===== src/rtl/score_scan_display.sv =====
// Packed-BCD frame score counter with saturation, freeze/clear control and a
// multiplexed 7-segment scanner. Optional high-score register: SCORE_HIGH_SCORE_EN.
module score_scan_display #(
  parameter int DIGITS      = 6,
  parameter int REFRESH_DIV = 100000,
  parameter int BLANK_LZ    = 1
) (
  input  logic                  clk,
  input  logic                  reset,
  input  logic                  tick,
  input  logic                  freeze,
  input  logic                  clr,
`ifdef SCORE_HIGH_SCORE_EN
  input  logic                  show_hi,
  output logic [4*DIGITS-1:0]   hi_bcd,
`endif
  output logic [4*DIGITS-1:0]   score_bcd,
  output logic                  overflow,
  output logic [6:0]            seg,
  output logic [DIGITS-1:0]     anode
);

  localparam int SW    = 4 * DIGITS;
  localparam int IDX_W = (DIGITS > 1) ? $clog2(DIGITS) : 1;
  localparam int DIV_W = $clog2(REFRESH_DIV);

  function automatic logic all_nines(input logic [SW-1:0] v);
    all_nines = 1'b1;
    for (int i = 0; i < DIGITS; i++)
      if (v[4*i +: 4] != 4'd9) all_nines = 1'b0;
  endfunction

  function automatic logic [SW-1:0] bcd_inc(input logic [SW-1:0] v);
    logic carry;
    bcd_inc = v;
    carry   = 1'b1;
    for (int i = 0; i < DIGITS; i++) begin
      if (carry) begin
        if (v[4*i +: 4] == 4'd9) begin
          bcd_inc[4*i +: 4] = 4'd0;
        end else begin
          bcd_inc[4*i +: 4] = v[4*i +: 4] + 4'd1;
          carry = 1'b0;
        end
      end
    end
  endfunction

  // Active-low {a,b,c,d,e,f,g}; non-decimal codes go dark.
  function automatic logic [6:0] seg7(input logic [3:0] d);
    case (d)
      4'd0:    seg7 = 7'b0000001;
      4'd1:    seg7 = 7'b1001111;
      4'd2:    seg7 = 7'b0010010;
      4'd3:    seg7 = 7'b0000110;
      4'd4:    seg7 = 7'b1001100;
      4'd5:    seg7 = 7'b0100100;
      4'd6:    seg7 = 7'b0100000;
      4'd7:    seg7 = 7'b0001111;
      4'd8:    seg7 = 7'b0000000;
      4'd9:    seg7 = 7'b0000100;
      default: seg7 = 7'b1111111;
    endcase
  endfunction

  logic            tick_d;
  logic [SW-1:0]   score_q;
  logic            ovf_q;
  logic            evt;

  assign evt = tick & ~tick_d & ~freeze & ~clr;

  always_ff @(posedge clk) begin
    if (!reset) begin
      tick_d  <= 1'b0;
      score_q <= '0;
      ovf_q   <= 1'b0;
    end else begin
      tick_d <= tick;
      if (clr) begin
        score_q <= '0;
        ovf_q   <= 1'b0;
      end else if (evt) begin
        if (all_nines(score_q)) ovf_q   <= 1'b1;
        else                    score_q <= bcd_inc(score_q);
      end
    end
  end

  assign score_bcd = score_q;
  assign overflow  = ovf_q;

  // Scan: refresh divider and digit index, independent of game control.
  logic [DIV_W-1:0] div_cnt, div_nxt;
  logic [IDX_W-1:0] scan_idx, idx_nxt;

  always_ff @(posedge clk) begin
    if (!reset) begin
      div_cnt  <= '0;
      scan_idx <= '0;
    end else begin
      div_cnt  <= div_nxt;
      scan_idx <= idx_nxt;
    end
  end

  always_comb begin
    div_nxt = div_cnt + 1'b1;
    idx_nxt = scan_idx;
    if (div_cnt == DIV_W'(REFRESH_DIV - 1)) begin
      div_nxt = '0;
      idx_nxt = (scan_idx == IDX_W'(DIGITS - 1)) ? '0 : scan_idx + 1'b1;
    end
  end

  logic [SW-1:0] disp;

`ifdef SCORE_HIGH_SCORE_EN
  logic          freeze_d;
  logic [SW-1:0] hi_q;

  // Latch a new best score when a collision begins.
  always_ff @(posedge clk) begin
    if (!reset) begin
      freeze_d <= 1'b0;
      hi_q     <= '0;
    end else begin
      freeze_d <= freeze;
      if (freeze && !freeze_d && (score_q > hi_q)) hi_q <= score_q;
    end
  end

  assign hi_bcd = hi_q;
  assign disp   = show_hi ? hi_q : score_q;
`else
  assign disp = score_q;
`endif

  logic [3:0] cur;
  logic       upper_zero;

  always_comb begin
    cur        = 4'd0;
    upper_zero = 1'b1;
    for (int k = 0; k < DIGITS; k++) begin
      if (IDX_W'(k) == scan_idx) cur = disp[4*k +: 4];
      if ((IDX_W'(k) >= scan_idx) && (disp[4*k +: 4] != 4'd0)) upper_zero = 1'b0;
    end
    seg = seg7(cur);
    if ((BLANK_LZ != 0) && (scan_idx != '0) && upper_zero) seg = 7'b1111111;
    anode = DIGITS'(1) << scan_idx;
  end

endmodule


===== config.mk =====
export PLATFORM = sky130hd
export DESIGN_NAME = score_scan_display
export DESIGN_NICKNAME = d
export VERILOG_FILES = /design/src/rtl/score_scan_display.sv
export SDC_FILE = /design/constraint.sdc
export NUM_CORES = 1
export LEC_CHECK = 0
export CAP_MARGIN = 20
export CORE_MARGIN = 3
export CORE_UTILIZATION = 58
export CTS_CLUSTER_DIAMETER = 120
export DETAILED_ROUTE_END_ITERATION = 7
export PLACE_DENSITY = 0.85
export SLEW_MARGIN = 20
export SYNTH_ARGS = -nofsm -noshare
export SYNTH_HDL_FRONTEND = slang
export SYNTH_SLANG_ARGS = --single-unit

===== constraint.sdc =====
create_clock -name clk -period 7.2 [get_ports clk]
set_input_delay 2.16 -clock clk [delete_from_list [all_inputs] [get_ports clk]]
set_output_delay 2.16 -clock clk [all_outputs]
set_load 0.01 [all_outputs]

Word-level counts from Yosys, hierarchy flattened
Memory sizes are Yosys's and may differ from the RTL's.
Cells that the tools add are included.

storage, ports and cells
  register bits after elaboration = 46
  memory bits (read-only) = 112
  bits of input ports = 5
  output and inout bits = 38
  logic and storage cells = 135
  memories = 1

operators by class
  $add $sub $neg = 8
  order comparisons = 6
  eq/ne operators = 19
  shift-type cells = 1
  multiplexer cells = 58
  bitwise operators = 8
  reductions and logical operators = 24

memory list
  name              words  bits a word  rd ports  clocked after memory_dff  wr ports  line  RTL
  (name not given)  16     7            1         0                         0         51    case (d)

operators by type and width
  operator                                                                             number
  4-bit two-way mux                                                                    12
  1-bit two-way mux                                                                    44
  4-bit by 1-bit adder with 4-bit output (second input constant)                       6
  4-bit equality test (second input constant)                                          6
  4-bit != test (second input constant)                                                6
  4-bit nonzero test                                                                   6
  17-bit by 1-bit adder with 17-bit output (second input constant)                     1
  17-bit equality test (second input constant)                                         1
  3-bit AND reduction                                                                  5
  1-bit logical AND                                                                    7
  7-bit two-way mux                                                                    1
  2-bit by 3-bit equality test with 1-bit output (first input constant)                2
  3-bit equality test (first input constant)                                           2
  1-bit by 3-bit greater-or-equal comparator with 1-bit output (first input constant)  2
  2-bit by 3-bit greater-or-equal comparator with 1-bit output (first input constant)  2
  3-bit greater-or-equal comparator (first input constant)                             2
  1-bit by 3-bit << shifter with 6-bit output (first input constant)                   1
  1-bit inverter                                                                       5
  2-bit AND reduction                                                                  2
  2-bit OR reduction                                                                   2
  3-bit by 1-bit adder with 3-bit output (second input constant)                       1
  1-bit AND                                                                            3
  1-bit by 3-bit equality test with 1-bit output (first input constant)                1
  3-bit equality test (second input constant)                                          1
  3 further kinds                                                                      3

Longest topological paths before layout
Gate-level depths: netlist of run 1.

  depth in word-level cells = 35
  mapped depth = 11
  mapped depth without buffers = 10

Worst setup path after synthesis of run 1
Ideal clock, no wire load.

  kind = flip-flop to output port
  start point = reg scan_idx[0]
  end point = out seg[3]
  arrival time = 2271 ps
  setup slack = 2769 ps
  cell stages (with the launch flop) = 12
  cells stage by stage = dfxtp_1 -> buf_4 -> inv_1 -> ha_1 -> inv_1 -> or3_1 -> o21ai_0 -> a32o_1 -> inv_1 -> ha_1 -> a21oi_1 -> a311o_1

on the way
  word-level cells in the longest chain between the ends = 10

RTL lines
  item                                                                       line  RTL
  from (decl)                                                                95    logic [IDX_W-1:0] scan_idx, idx_nxt;
  from (signal assigned)                                                     103   scan_idx <= idx_nxt;
  parallel branches: the longest is 9 deep, another holds memory 16 x 7 bit  --
  7-bit two-way mux (*)                                                      150   if ((BLANK_LZ != 0) && (scan_idx != '0) && upper_zero) seg = 7'b1111111;
  to (decl)                                                                  19    output logic [6:0] seg,

Every way passes the cells marked *.

Worst setup path in the final report of run 1
Ends and elaborated chain as after synthesis.

==> results.json, run 1 <==
{
  "wire_per_inst_um": 15.4,
  "grt_pass1_wl_um": 11400,
  "fin_crit_sh": 0.776,
  "yosysUniqueCellTypes": 55,
  "fin_crit_ns": 5.59,
  "ys_seq_elements": 46,
  "syn_avg_cell_area_um2": 8.02,
  "worstHoldPathType": "reg2reg",
  "antenna_found_initial": 0,
  "timing.rr.start": "tick_d",
  "dp_hpwl_um": 4950,
  "rr_endpoint": "score_bcd[21]",
  "design_power_total_mw": 0.427,
  "synth_most_common_cell": "nor2_1",
  "relSlewSlack": 0.377,
  "ff2ff_path_depth": 6,
  "htreeDepth": 2,
  "core_um2": 4470,
  "cts-root-buf": "clkbuf_8",
  "synth-compound-area-share": 0.146,
  "reg2reg_slack_ns": 5.00,
  "synth-async-reset-ratio": 0,
  "syn_nets": 356,
  "muxShareOfSynthArea": 0.0181,
  "synth_edf_count": 0,
  "synthToLayoutAreaGrowth_pct": 18.7,
  "synth_seq_area_share": 0.334,
  "cap_violations": 0,
  "cts_setup_buffers": 0,
  "status": "completed",
  "grt_max_degree": 25,
  "cts.sinks": 46,
  "diodes": 0,
  "numCtsBuffers": 5,
  "grt_pass1_vias": 2388,
  "ios": 43,
  "viasPerCell": 6.10,
  "crit_type": "reg2out",
  "synth_top_area_share": 0.334,
  "start_util": 0.616,
  "dr.pass1.iters": 5,
  "synth_cells": 344,
  "critPathArrivalTime_ns": 3.43,
  "synthXorXnorAreaFrac": 0.0921,
  "port_buffers": 42,
  "n_fill_cell": 371,
  "tightest_slew_ns": 0.934,
  "grt.overflow.total": 0,
  "die_x_um": 75.0,
  "fmax_mhz": 179,
  "drt_wl_total_um": 6670,
  "crit_fanout": 12,
  "worstHoldPathCells": 1,
  "start_kind": "flop",
  "min_to": "div_cnt[0]",
  "synthAdderAreaFrac": 0.0318,
  "nets": 393,
  "drive_above_1_share": 0.0526,
  "synth_area_um2": 2760,
  "dieArea_um2": 5620,
  "finalHoldViolCount": 0,
  "cts_tree": "yes",
  "chipHeight_um": 75.0,
  "clk-insertion-delay-late_ns": 0.29,
  "netlist_top_cells_count": "nor2_1, dfxtp_1, nand2_1",
  "drc_errors": 0,
  "vias": 2634,
  "ant_nets": 0,
  "timing.hold.ws_ns": 0.469,
  "yosys-top-cells-area": "dfxtp_1, nor2_1, xnor2_1",
  "peakVddDrop_mv": 0.0887,
  "utilization": 0.732,
  "setup_viol": 0,
  "hp-start": "div_cnt[0]",
  "path_clk_slew_ns": 0.08,
  "rsz0062_at_grt": "false",
  "cts_buffer_depth": 2,
  "gp_congestion": 0.843,
  "drt-initial-drc-count": 351,
  "p_leak_nw": 1.17,
  "synth_top_family_by_area": "simple AND/OR/NAND/NOR gates",
  "tns_ns": 0,
  "power_density_nw_per_um2": 130,
  "endpoint_kind": "primary output",
  "synthSimpleGateAreaFrac": 0.338,
  "crit_required_ns": 5.04,
  "grt.total_usage": 0.258,
  "synth_ff_type": "dfxtp_1",
  "skew_ns": 0.00311,
  "ctsHoldBuffers": 0,
  "yosys.area.top_type": "dfxtp_1",
  "yosys_warnings": 0,
  "slew_viol_final": 0,
  "fp-row-count": 24,
  "cts_repair_resize_count": 0
}
==> worst max path at each step <==
stage,start,end
2_1_floorplan,scan_idx[0],seg[3]
3_3_place_gp,scan_idx[0],seg[3]
3_5_place_dp,scan_idx[0],seg[3]
4_1_cts,scan_idx[0],seg[3]
5_1_grt,scan_idx[0],seg[3]
6_report,scan_idx[0],seg[3]
==> worst max-delay path: stages, from the launching register on <==
cell and delay, ns:
dfxtp_1 0.57, inv_1 0.15, ha_1 0.29, o21ai_0 0.48
a32o_1 0.36, inv_1 0.10, ha_1 0.31, a21oi_1 0.06
a311o_1 0.33, clkdlybuf4s50_1 0.48
==> state kept, by name, indices dropped and copies added (netlist names) <==
name	flops
overflow	1
score_bcd	24
tick_d	1
scan_idx	3
div_cnt	17
==> report_power, final <==
group	switching, mW	internal, mW
sequential	0.00172	0.256
clock	0.0810	0.0741
combinational	0.00788	0.00625
total	0.0906	0.336
==> layout make-up <==
class                      instances  area, um2  area share
multi-input combinational        270       1730       0.527
sequential                        46        921       0.281
timing repair buffer              42        420       0.128
clock buffer                       6       82.6      0.0252
tap                               52       65.1      0.0199
inverter                          16       60.1      0.0183
==> layer usage <==
metal,vias to the layer above,part of all wire,track usage,wire [um]
li1,1281,-,-,-
met1,1213,0.47,0.376,3110
met2,128,0.44,0.391,2950
met3,12,0.075,0.0441,501
met4,0,0.016,0.0731,107
met5,-,0,0,0
==> layout by cell type (no fill, tap or decap), types with 6 or more instances in the layout <==
| cell type | n |
|---|---|
| clkbuf_8 | 6 |
| o21ai_0 | 18 |
| xor2_1 | 14 |
| ha_1 | 7 |
| nand2_1 | 25 |
| nand4_1 | 7 |
| or3_1 | 6 |
| dfxtp_1 | 46 |
| and3_1 | 6 |
| inv_1 | 15 |
| a21oi_1 | 12 |
| nor2_1 | 55 |
| xnor2_1 | 15 |
| nor2b_1 | 11 |
| nor3_1 | 10 |
| clkdlybuf4s50_1 | 42 |
| nor4_1 | 7 |
| nand3_1 | 16 |
==> kinds of logic after synthesis <==
kind of cell	count (synthesis)
and+or+nand+nor	170
adders and majority gates	7
AOI/OAI and AO/OA	59
muxes	5
DFF	46
buffers and inverters	28
xor gates and xnor gates	29
==> per-stage QoR <==
stage          instance area (um2)  cells  setup WS, ns
6_report                      3270    432          1.61
5_1_grt                       3270    432          1.38
4_1_cts                       3270    432          1.65
3_5_place_dp                  3190    426          1.99
3_3_place_gp                  3190    426          2.15
2_1_floorplan                 2760    344          2.77
No activity file was read; power rests on OpenSTA's default activity.
==> run 2: changes to the inputs <==
--- a/config.mk
+++ b/config.mk
@@ -7,10 +7,10 @@
 export LEC_CHECK = 0
 export CAP_MARGIN = 20
 export CORE_MARGIN = 3
-export CORE_UTILIZATION = 58
+export CORE_UTILIZATION = 54
 export CTS_CLUSTER_DIAMETER = 120
 export DETAILED_ROUTE_END_ITERATION = 7
-export PLACE_DENSITY = 0.85
+export PLACE_DENSITY = 0.8
 export SLEW_MARGIN = 20
 export SYNTH_ARGS = -nofsm -noshare
 export SYNTH_HDL_FRONTEND = slang
==> constraint.sdc (replaced) <==
create_clock -name clk -period 5.2 [get_ports clk]
set_input_delay 1.56 -clock clk [delete_from_list [all_inputs] [get_ports clk]]
set_output_delay 1.56 -clock clk [all_outputs]
set_load 0.01 [all_outputs]
==> results.json, run 2 (synthesis results as in run 1) <==
{
  "final_area_um2": 3320,
  "multi_input_area_um2": 1730,
  "n_fill_cell": 417,
  "setup_viol": 0,
  "place_ws_ns": 0.621,
  "cts_buffer_depth": 2,
  "slew_viol_final": 0,
  "diodes": 0,
  "fp-row-count": 25,
  "pwr-share-clk": 0.415,
  "ctsHoldBuffers": 0,
  "layout_commonest_cell": "nor2_1",
  "crit_type": "reg2out",
  "drt-initial-drc-count": 217,
  "antenna_found_initial": 0,
  "ant_nets": 0,
  "grt_pass1_wl_um": 11100,
  "cts-root-buf": "clkbuf_8",
  "grt_pass1_vias": 2345,
  "worstHoldPathType": "reg2reg",
  "p_switching_mw": 0.138,
  "postPlaceCellArea_um2": 3210,
  "fmax_mhz": 202,
  "htreeDepth": 2,
  "synthToLayoutAreaGrowth_pct": 20.6,
  "grt_max_degree": 25,
  "nets": 393,
  "cap_violations": 0,
  "numCtsBuffers": 5,
  "clk-insertion-delay-late_ns": 0.30,
  "cts_repair_resize_count": 0,
  "utilization": 0.690,
  "power_frac_comb": 0.030,
  "drive_above_1_share": 0.0576,
  "fin_crit_sh": 0.950,
  "drt_wl_total_um": 6460,
  "p_sw_frac": 0.214,
  "dp_hpwl_um": 4890,
  "viasPerCell": 5.65,
  "endpoint_kind": "primary output",
  "seqPwrFrac": 0.554,
  "p_int_mw": 0.506,
  "p_leak_nw": 1.18,
  "vias": 2538,
  "wire_per_inst_um": 14.4,
  "cts.sinks": 46,
  "start_util": 0.572,
  "port_buffers": 42,
  "die_x_um": 77.5,
  "crit_required_ns": 3.64,
  "cts_tree": "yes",
  "tns_ns": 0,
  "design_power_total_mw": 0.644,
  "dieArea_um2": 6000,
  "mostFrequentLayoutCells": "nor2_1, dfxtp_1, clkdlybuf4s50_1",
  "rsz0062_at_grt": "false",
  "dr.pass1.iters": 4,
  "skew_ns": 0.00740,
  "tightest_slew_ns": 0.938,
  "fin_ws_ns": 0.258,
  "crit_fanout": 12,
  "cts_setup_buffers": 0,
  "power_density_nw_per_um2": 194,
  "status": "completed",
  "path_clk_slew_ns": 0.09,
  "relSlewSlack": 0.375,
  "fin_crit_ns": 4.94,
  "grt.total_usage": 0.224,
  "drc_errors": 0,
  "start_kind": "flop",
  "core_um2": 4820,
  "gp_congestion": 0.845,
  "seqCellArea_um2": 921,
  "grt.overflow.total": 0,
  "chipHeight_um": 77.5,
  "peakVddDrop_mv": 0.207,
  "finalHoldViolCount": 0,
  "largest_reg_flops": 24,
  "critPathArrivalTime_ns": 3.38,
  "ios": 43
}
==> run 2: changes by cell type in the layout (fill, tap and decap cells not counted), sizes merged <==
cell	before	now
clkbuf	6	5
bufinv	0	1
clkinvlp	0	2
==> run 2: per-layer routing <==
layer  GRT usage  part of all wire  vias up  wire [um]
li1            -                 -     1283          -
met1       0.327              0.50     1181       3200
met2       0.339              0.44       72       2850
met3      0.0418             0.059        2        379
met4      0.0552            0.0043        0         28
met5           0                 0        -          0
==> run 2: final cells by class <==
type / instances / share of cell area
Clock buffer: 5 / 0.0207
Clock inverter: 3 / 0.0135
Inverter: 16 / 0.0181
Multi-Input combinational cell: 270 / 0.519
Sequential cell: 46 / 0.277
Tap cell: 67 / 0.0252
Timing Repair Buffer: 42 / 0.126
==> run 2: final timing paths <==
| kind | endpoint | cells after the start | start | slack [ns] |
|---|---|---|---|---|
| worst max-delay path | seg[3] | 9 | scan_idx[0] | 0.26 |
| worst min-delay path | div_cnt[0] | 1 | div_cnt[0] | 0.48 |
| worst max register to register | score_bcd[3] | 6 | score_bcd[19] | 3.01 |
| worst min register to register | div_cnt[0] | 1 | div_cnt[0] | 0.48 |
==> run 2: per-stage QoR <==
step           std cells  hold slack (ns)
6_report             449            0.479
5_1_grt              449            0.507
4_1_cts              449            0.475
3_5_place_dp         441            0.454
3_3_place_gp         441            0.446
2_1_floorplan        344            0.426
==> run 2: power groups by stage <==
stage,clock network (mW),logic (mW),registers [mW]
after floorplan,0,0.0114,0.365
after CTS,0.273,0.0197,0.357
after global placement,0,0.0193,0.365
after global routing,0.287,0.0217,0.357
final,0.267,0.0195,0.357
after detailed placement,0,0.0196,0.365
==> run 2: critical path, cell delays in order (launching register included) <==
cell             delay [ns]
dfxtp_1                0.56
inv_1                  0.15
ha_1                   0.28
o21ai_0                0.44
a32o_1                 0.36
inv_1                  0.11
ha_1                   0.31
a21oi_1                0.06
a311o_1                0.33
clkdlybuf4s50_1        0.48
